--- src/rtl/fifo_ctrl_if.sv ---
// Handshake and RAM-port bundle for fifo_ctrl.
// master: the controller side; slave: the surrounding system (producer,
// consumer and the simple-dual-port RAM).
interface fifo_ctrl_if #(
  parameter int WIDTH = 8,
  parameter int AW    = 4
);
  logic             flush;
  logic             wr_valid;
  logic             wr_ready;
  logic [WIDTH-1:0] wr_data;
  logic             rd_valid;
  logic             rd_ready;
  logic [WIDTH-1:0] rd_data;
  logic             ram_we;
  logic [AW-1:0]    ram_waddr;
  logic [WIDTH-1:0] ram_wdata;
  logic             ram_re;
  logic [AW-1:0]    ram_raddr;
  logic [WIDTH-1:0] ram_rdata;
  logic [AW+1:0]    level;
  logic             almost_full;
  logic             almost_empty;

  modport master (
    input  flush, wr_valid, wr_data, rd_ready, ram_rdata,
    output wr_ready, rd_valid, rd_data, ram_we, ram_waddr, ram_wdata,
           ram_re, ram_raddr, level, almost_full, almost_empty
  );

  modport slave (
    output flush, wr_valid, wr_data, rd_ready, ram_rdata,
    input  wr_ready, rd_valid, rd_data, ram_we, ram_waddr, ram_wdata,
           ram_re, ram_raddr, level, almost_full, almost_empty
  );
endinterface

--- src/rtl/fifo_ctrl.sv ---
// FIFO controller: pointers and occupancy for an external 1-cycle-latency
// SDP RAM, plus a 2-entry prefetch buffer so the read port streams at one
// word per cycle. Fullness comes from ram_count only, never from pointers.
module fifo_ctrl #(
  parameter int WIDTH    = 8,
  parameter int DEPTH    = 16,
  parameter int AW       = $clog2(DEPTH),
  parameter int AF_LEVEL = 14,
  parameter int AE_LEVEL = 2
) (
  input logic        clk,
  input logic        rst_n,
  fifo_ctrl_if.master bus
);

  localparam logic [AW:0]   DEPTH_C = (AW+1)'(DEPTH);
  localparam logic [AW+1:0] AF_C    = (AW+2)'(AF_LEVEL);
  localparam logic [AW+1:0] AE_C    = (AW+2)'(AE_LEVEL);

  logic [AW-1:0]    wptr_r, rptr_r;
  logic [AW:0]      ram_count_r, ram_count_nxt_s;
  logic             inflight_r;
  logic [1:0]       ob_count_r, ob_count_nxt_s, ob_keep_s;
  logic [WIDTH-1:0] ob0_r, ob1_r, ob0_nxt_s, ob1_nxt_s;
  logic [AW+1:0]    level_r, level_nxt_s;
  logic             rd_valid_r, af_r, ae_r;
  logic             wr_ready_s, wr_acc_s, pop_s, re_s;

  // Handshakes, read issue and next-state occupancy / buffer contents.
  always_comb begin
    wr_ready_s = !bus.flush && (ram_count_r < DEPTH_C);
    // rst_n gate keeps the RAM write port quiet while reset is held.
    wr_acc_s   = bus.wr_valid && wr_ready_s && rst_n;
    pop_s      = rd_valid_r && bus.rd_ready;
    // rd_valid implies ob_count_r > 0, so this cannot underflow.
    ob_keep_s  = ob_count_r - {1'b0, pop_s};
    // Issue only when the returning word is guaranteed a buffer slot.
    re_s       = !bus.flush && rst_n && (ram_count_r != {(AW+1){1'b0}}) &&
                 (({1'b0, ob_keep_s} + {2'b00, inflight_r}) < 3'd2);

    ram_count_nxt_s = ram_count_r + {{AW{1'b0}}, wr_acc_s} - {{AW{1'b0}}, re_s};

    ob0_nxt_s = ob0_r;
    ob1_nxt_s = ob1_r;
    if (pop_s) begin
      ob0_nxt_s = ob1_r;
    end else begin
      ob0_nxt_s = ob0_r;
    end
    // Returning RAM word lands in the first slot left free after the pop.
    if (inflight_r) begin
      if (ob_keep_s == 2'd0) begin
        ob0_nxt_s = bus.ram_rdata;
      end else begin
        ob1_nxt_s = bus.ram_rdata;
      end
    end else begin
      ob1_nxt_s = ob1_nxt_s;
    end
    ob_count_nxt_s = ob_keep_s + {1'b0, inflight_r};

    level_nxt_s = {1'b0, ram_count_nxt_s} + {{(AW+1){1'b0}}, re_s} +
                  {{AW{1'b0}}, ob_count_nxt_s};
  end

  // State and registered status; flush clears everything and drops any
  // RAM word returning in the same cycle.
  always_ff @(posedge clk or negedge rst_n) begin
    if (!rst_n) begin
      wptr_r      <= {AW{1'b0}};
      rptr_r      <= {AW{1'b0}};
      ram_count_r <= {(AW+1){1'b0}};
      inflight_r  <= 1'b0;
      ob_count_r  <= 2'd0;
      ob0_r       <= {WIDTH{1'b0}};
      ob1_r       <= {WIDTH{1'b0}};
      level_r     <= {(AW+2){1'b0}};
      rd_valid_r  <= 1'b0;
      af_r        <= 1'b0;
      ae_r        <= 1'b1;
    end else if (bus.flush) begin
      wptr_r      <= {AW{1'b0}};
      rptr_r      <= {AW{1'b0}};
      ram_count_r <= {(AW+1){1'b0}};
      inflight_r  <= 1'b0;
      ob_count_r  <= 2'd0;
      ob0_r       <= {WIDTH{1'b0}};
      ob1_r       <= {WIDTH{1'b0}};
      level_r     <= {(AW+2){1'b0}};
      rd_valid_r  <= 1'b0;
      af_r        <= 1'b0;
      ae_r        <= 1'b1;
    end else begin
      wptr_r      <= wptr_r + {{(AW-1){1'b0}}, wr_acc_s};
      rptr_r      <= rptr_r + {{(AW-1){1'b0}}, re_s};
      ram_count_r <= ram_count_nxt_s;
      inflight_r  <= re_s;
      ob_count_r  <= ob_count_nxt_s;
      ob0_r       <= ob0_nxt_s;
      ob1_r       <= ob1_nxt_s;
      level_r     <= level_nxt_s;
      rd_valid_r  <= (ob_count_nxt_s != 2'd0);
      af_r        <= (level_nxt_s >= AF_C);
      ae_r        <= (level_nxt_s <= AE_C);
    end
  end

  assign bus.wr_ready     = wr_ready_s;
  assign bus.ram_we       = wr_acc_s;
  assign bus.ram_waddr    = wptr_r;
  assign bus.ram_wdata    = bus.wr_data;
  assign bus.ram_re       = re_s;
  assign bus.ram_raddr    = rptr_r;
  assign bus.rd_valid     = rd_valid_r;
  assign bus.rd_data      = ob0_r;
  assign bus.level        = level_r;
  assign bus.almost_full  = af_r;
  assign bus.almost_empty = ae_r;

endmodule
--- src/flat_wrapper.sv ---
// flat-port wrapper written by rule: the top's interface ports become plain ports
module fifo_ctrl_flat 
#(
  parameter int WIDTH    = 8,
  parameter int DEPTH    = 16,
  parameter int AW       = $clog2(DEPTH),
  parameter int AF_LEVEL = 14,
  parameter int AE_LEVEL = 2
)
  (clk, rst_n, bus_flush, bus_wr_valid, bus_wr_data, bus_rd_ready, bus_ram_rdata, bus_wr_ready, bus_rd_valid, bus_rd_data, bus_ram_we, bus_ram_waddr, bus_ram_wdata, bus_ram_re, bus_ram_raddr, bus_level, bus_almost_full, bus_almost_empty);
  fifo_ctrl_if #(.WIDTH(WIDTH), .AW(AW)) bus_i ();
  input logic clk;
  input logic rst_n;
  input wire logic [$bits(bus_i.flush)-1:0] bus_flush;
  input wire logic [$bits(bus_i.wr_valid)-1:0] bus_wr_valid;
  input wire logic [$bits(bus_i.wr_data)-1:0] bus_wr_data;
  input wire logic [$bits(bus_i.rd_ready)-1:0] bus_rd_ready;
  input wire logic [$bits(bus_i.ram_rdata)-1:0] bus_ram_rdata;
  output wire logic [$bits(bus_i.wr_ready)-1:0] bus_wr_ready;
  output wire logic [$bits(bus_i.rd_valid)-1:0] bus_rd_valid;
  output wire logic [$bits(bus_i.rd_data)-1:0] bus_rd_data;
  output wire logic [$bits(bus_i.ram_we)-1:0] bus_ram_we;
  output wire logic [$bits(bus_i.ram_waddr)-1:0] bus_ram_waddr;
  output wire logic [$bits(bus_i.ram_wdata)-1:0] bus_ram_wdata;
  output wire logic [$bits(bus_i.ram_re)-1:0] bus_ram_re;
  output wire logic [$bits(bus_i.ram_raddr)-1:0] bus_ram_raddr;
  output wire logic [$bits(bus_i.level)-1:0] bus_level;
  output wire logic [$bits(bus_i.almost_full)-1:0] bus_almost_full;
  output wire logic [$bits(bus_i.almost_empty)-1:0] bus_almost_empty;
  assign bus_i.flush = bus_flush;
  assign bus_i.wr_valid = bus_wr_valid;
  assign bus_i.wr_data = bus_wr_data;
  assign bus_i.rd_ready = bus_rd_ready;
  assign bus_i.ram_rdata = bus_ram_rdata;
  assign bus_wr_ready = bus_i.wr_ready;
  assign bus_rd_valid = bus_i.rd_valid;
  assign bus_rd_data = bus_i.rd_data;
  assign bus_ram_we = bus_i.ram_we;
  assign bus_ram_waddr = bus_i.ram_waddr;
  assign bus_ram_wdata = bus_i.ram_wdata;
  assign bus_ram_re = bus_i.ram_re;
  assign bus_ram_raddr = bus_i.ram_raddr;
  assign bus_level = bus_i.level;
  assign bus_almost_full = bus_i.almost_full;
  assign bus_almost_empty = bus_i.almost_empty;
  fifo_ctrl #(.WIDTH(WIDTH), .DEPTH(DEPTH), .AW(AW), .AF_LEVEL(AF_LEVEL), .AE_LEVEL(AE_LEVEL)) u_core (.clk(clk), .rst_n(rst_n), .bus(bus_i));
endmodule
--- config.mk ---
export PLATFORM = sky130hd
export DESIGN_NAME = fifo_ctrl_flat
export DESIGN_NICKNAME = d
export VERILOG_FILES = /design/src/rtl/fifo_ctrl_if.sv /design/src/rtl/fifo_ctrl.sv /design/src/flat_wrapper.sv
export SDC_FILE = /design/constraint.sdc
export NUM_CORES = 1
export LEC_CHECK = 0
export ABC_CLOCK_PERIOD_IN_PS = 4350
export BUFFER_PORTS_ARGS = -buffer_cell sky130_fd_sc_hd__buf_2
export CAP_MARGIN = 0
export CORE_MARGIN = 1.5
export CORE_UTILIZATION = 52
export DETAILED_ROUTE_END_ITERATION = 10
export PLACE_DENSITY = 0.79
export SYNTH_ARGS = -nofsm -noshare
export SYNTH_HDL_FRONTEND = slang
export SYNTH_SLANG_ARGS = --single-unit
--- constraint.sdc ---
create_clock -name clk -period 4.35 [get_ports clk]
set_input_delay 0.87 -clock clk [delete_from_list [all_inputs] [get_ports clk]]
set_output_delay 0.87 -clock clk [all_outputs]
set_load 0.02 [all_outputs]
==> impl_results.md <==
* Status: complete, no violations
* Nets at 276
* Critical path type: primary input to flop
* Max-cap violations at 0
* Final ANT Viol Nets at 0
* Worst path max stage delay at 0.51 ns
* CP Buf/Inv Count at 5
* Final Max Tran Viols at 0
* Leakage at 1.30 nW
* CP delay by family, top: adder cells
* Number of global-route vias before repair at 1,452
* WP data arrival at 4.21 ns
* Largest net degree at the start of global routing at 42
* Synth Area per Inst at 10.6 um^2
* Most used cell, CP: ha_1
* Critical Path Fanout Max at 4
* Final instance area at 2470 um^2
* Via Count at 1,479
* Worst hold path type: flop to flop
* Ys flop type: dfrtp_1
* Total GRT Usage at 0.187
* Final wirelength at 3820 um
* Type of origin of the critical path: primary input
* Ranking of synthesized cells by area: dfrtp_1 (47%), ha_1 (7.7%), nor2_1 (6.0%), mux2i_1 (4.7%), nand2_1 (3.9%)
* Core ar. at 3970 um^2
* Slowest CP cell: fa_1
* Post-Syn Nets at 237
* DP Area at 2350 um^2
* Worst slew margin at 0.604
* Final Setup Violations at 0
* CTS root buf: clkbuf_8
* GP Congestion at 0.768
* Area share of the largest cell type after synthesis at 0.471
* Worst skew pair latency at 0.29 ns
* Worst slack at placement at 0.0571 ns
* # diodes at 0
* RSZ-0062 raised after global routing: false
* Final hold viol count at 0
* Setup crit end kind: flop
* Worst-path clk slew at 0.08 ns
* Remaining Overflow, GRT at 0
* Initial Utilization at 0.535
* Post-synthesis cell count at 200
* Actual slew at the worst max-slew pin at 0.592 ns
* Post-CTS sizing at 0
* Die ar. at 4480 um^2
* First-pass DRT Iterations at 4
* Cells along the critical path: buf_2 -> nand2_1 -> clkinv_1 -> ha_1 -> inv_1 -> ha_1 -> inv_1 -> ha_1 -> o41ai_2 -> xnor2_1 -> nor2_1 -> ha_1 -> fa_1 -> inv_1 -> fa_1 -> nor3_1 -> mux2i_1 -> o21bai_1 -> a221oi_2
* Area Overhead vs Synth at 16.1%
* Postcts setup bufs at 0
* Initial DRC Count at 75
* Final period util at 0.920
* CTS Buffer Depth at 2
* First-pass GRT wire length at 6240 um
* Peak supply drop at 289 uV
* Largest area contributor in the netlist: dfrtp_1
* Post-synth EDFFs at 0
* DIE WIDTH at 66.9 um
* Via density at 5.10
* CP Data Required Time at 4.56 ns
* Synth Register Bits at 41
* Clk_skew at 0.00818 ns
* Sequential share of the synthesized area at 0.484
* HPWL Detailed at 2790 um
* Layout cells sized above 1 at 0.279
* R2R setup slack at 0.60 ns
* Synth cell types at 36
* DRC at 0
* # clock sinks at 41
* Fmax at 250 MHz
* Initial antenna violation count at 0
* Setup TNS at 0 ns
* Synthesis warning total at 0
* CTS Hold Bufs at 0
* Async SR Flop Fraction at 1.00
* CTS tree: yes
* H-tree depth at 2
* Mapped Area at 2120 um^2
* # rows at 23
* Power Density at 692 nW/um^2
* PortBufs at 40
* Wire per inst at 13.2 um
* Fin worst setup slack at 0.349 ns
* Minimum clock period at 4.00 ns
* Die H at 66.9 um
* Number of I/O pins at 57
* Num CTS Buffers at 5
-- cells in the final DEF (no fill, tap or decap) --
master       n
xor2_2       2
nand2_2      1
xor2_1       2
a221oi_2     1
or2_2        1
a21oi_2      1
nand2b_1     3
a311oi_1     8
bufinv_16    1
dfstp_2      1
nor2_1      33
inv_1       10
a41o_1       1
o21bai_2     1
clkbuf_8     6
nor2b_1      7
dfrtp_1     40
xnor2_1      6
nor2_2       2
a21o_1       1
buf_2       40
xnor2_2      2
o41ai_2      1
clkinv_1     1
nand2_1     22
ha_1        13
buf_4        5
fa_1         3
mux2i_1     10
nor3_1       1
or2_1        2
nand3_1      3
nor4b_1      1
o21bai_1     1
nor3b_2      1
a21oi_1      5
clkinvlp_4   1
-- metal layers --
layer / track usage / part of all wire / vias to the layer above
met5: 0 / 0 / -
met1: 0.225 / 0.44 / 714
li1: - / - / 729
met3: 0.0422 / 0.045 / 5
met2: 0.326 / 0.50 / 31
met4: 0.0689 / 0.010 / 0
-- stage by stage --
stage	total power, mW	hold WS, ns	std cells	util
final	1.71	0.532	290	0.621
after detailed placement	1.40	0.513	282	0.591
after global placement	1.38	0.504	282	0.591
after global routing	1.84	0.555	290	0.621
after floorplan	1.21	0.489	200	-
after CTS	1.73	0.532	290	0.621
-- area by class of cell --
| type | count | area (um^2) |
|---|---|---|
| timing repair buffer | 45 | 238 |
| fill | 340 | 1510 |
| multi-input combinational | 135 | 977 |
| tap | 50 | 62.6 |
| inverter | 11 | 41.3 |
| clock buffer | 6 | 82.6 |
| sequential | 41 | 1030 |
| clock inverter | 2 | 37.5 |
-- report_power, final --
part           switching (mW)  internal (mW)
clock                   0.131          0.187
sequential             0.0475          0.474
combinational           0.506          0.361
-- synth_stat cells, types with 2 or more instances --
library cell  number
xor2_1             2
mux2i_1           10
nor2b_1            7
dfrtp_1           40
nand2b_1           3
xnor2_2            2
ha_1              13
or2_1              2
buf_1              2
clkbuf_1           2
a21oi_1            5
inv_1             10
xor2_2             2
a311oi_1           8
nand2_1           22
fa_1               3
nand3_1            3
xnor2_1            6
nor2_1            34
buf_4              8
-- cells by family (layout without fill, tap and decap cells) --
group                      count (synthesis)  count (layout)  share of synthesized area
adders and majority gates                 16              16                      0.105
muxes                                     10              10                     0.0471
buffers and inverters                     24              64                     0.0572
xor gates and xnor gates                  12              12                     0.0636
AOI/OAI and AO/OA                         20              20                     0.0807
DFF                                       41              41                      0.484
and+or+nand+nor                           77              77                      0.163
-- state kept, by name, indices dropped and copies added (netlist names), 2 cells and up --
signal,count
u_core.bus.level,6
u_core.bus.ram_raddr,4
u_core.bus.ram_waddr,4
u_core.bus.rd_data,8
u_core.ob1_r,8
u_core.ob_count_r,2
u_core.ram_count_r,5
-- path summary, 6_finish.rpt --
check,start,to,cells past startpoint
setup / recovery,bus_rd_ready,u_core.bus.almost_full,19
hold / removal,u_core.ob1_r[7],u_core.ob1_r[7],2
setup reg to reg,u_core.bus.rd_valid,u_core.bus.almost_full,18
hold reg to reg,u_core.ob1_r[7],u_core.ob1_r[7],2
max in group asynchronous,rst_n,u_core.bus.almost_empty,2
min in group asynchronous,rst_n,u_core.bus.rd_data[3],2
-- tightest hold or removal path, delay by kind of cell (launching register included) --
family | cells | cell delay [ns]
flops | 1 | 0.35
simple gates | 1 | 0.08
mux | 1 | 0.07
(Power assumes the default switching activity.)
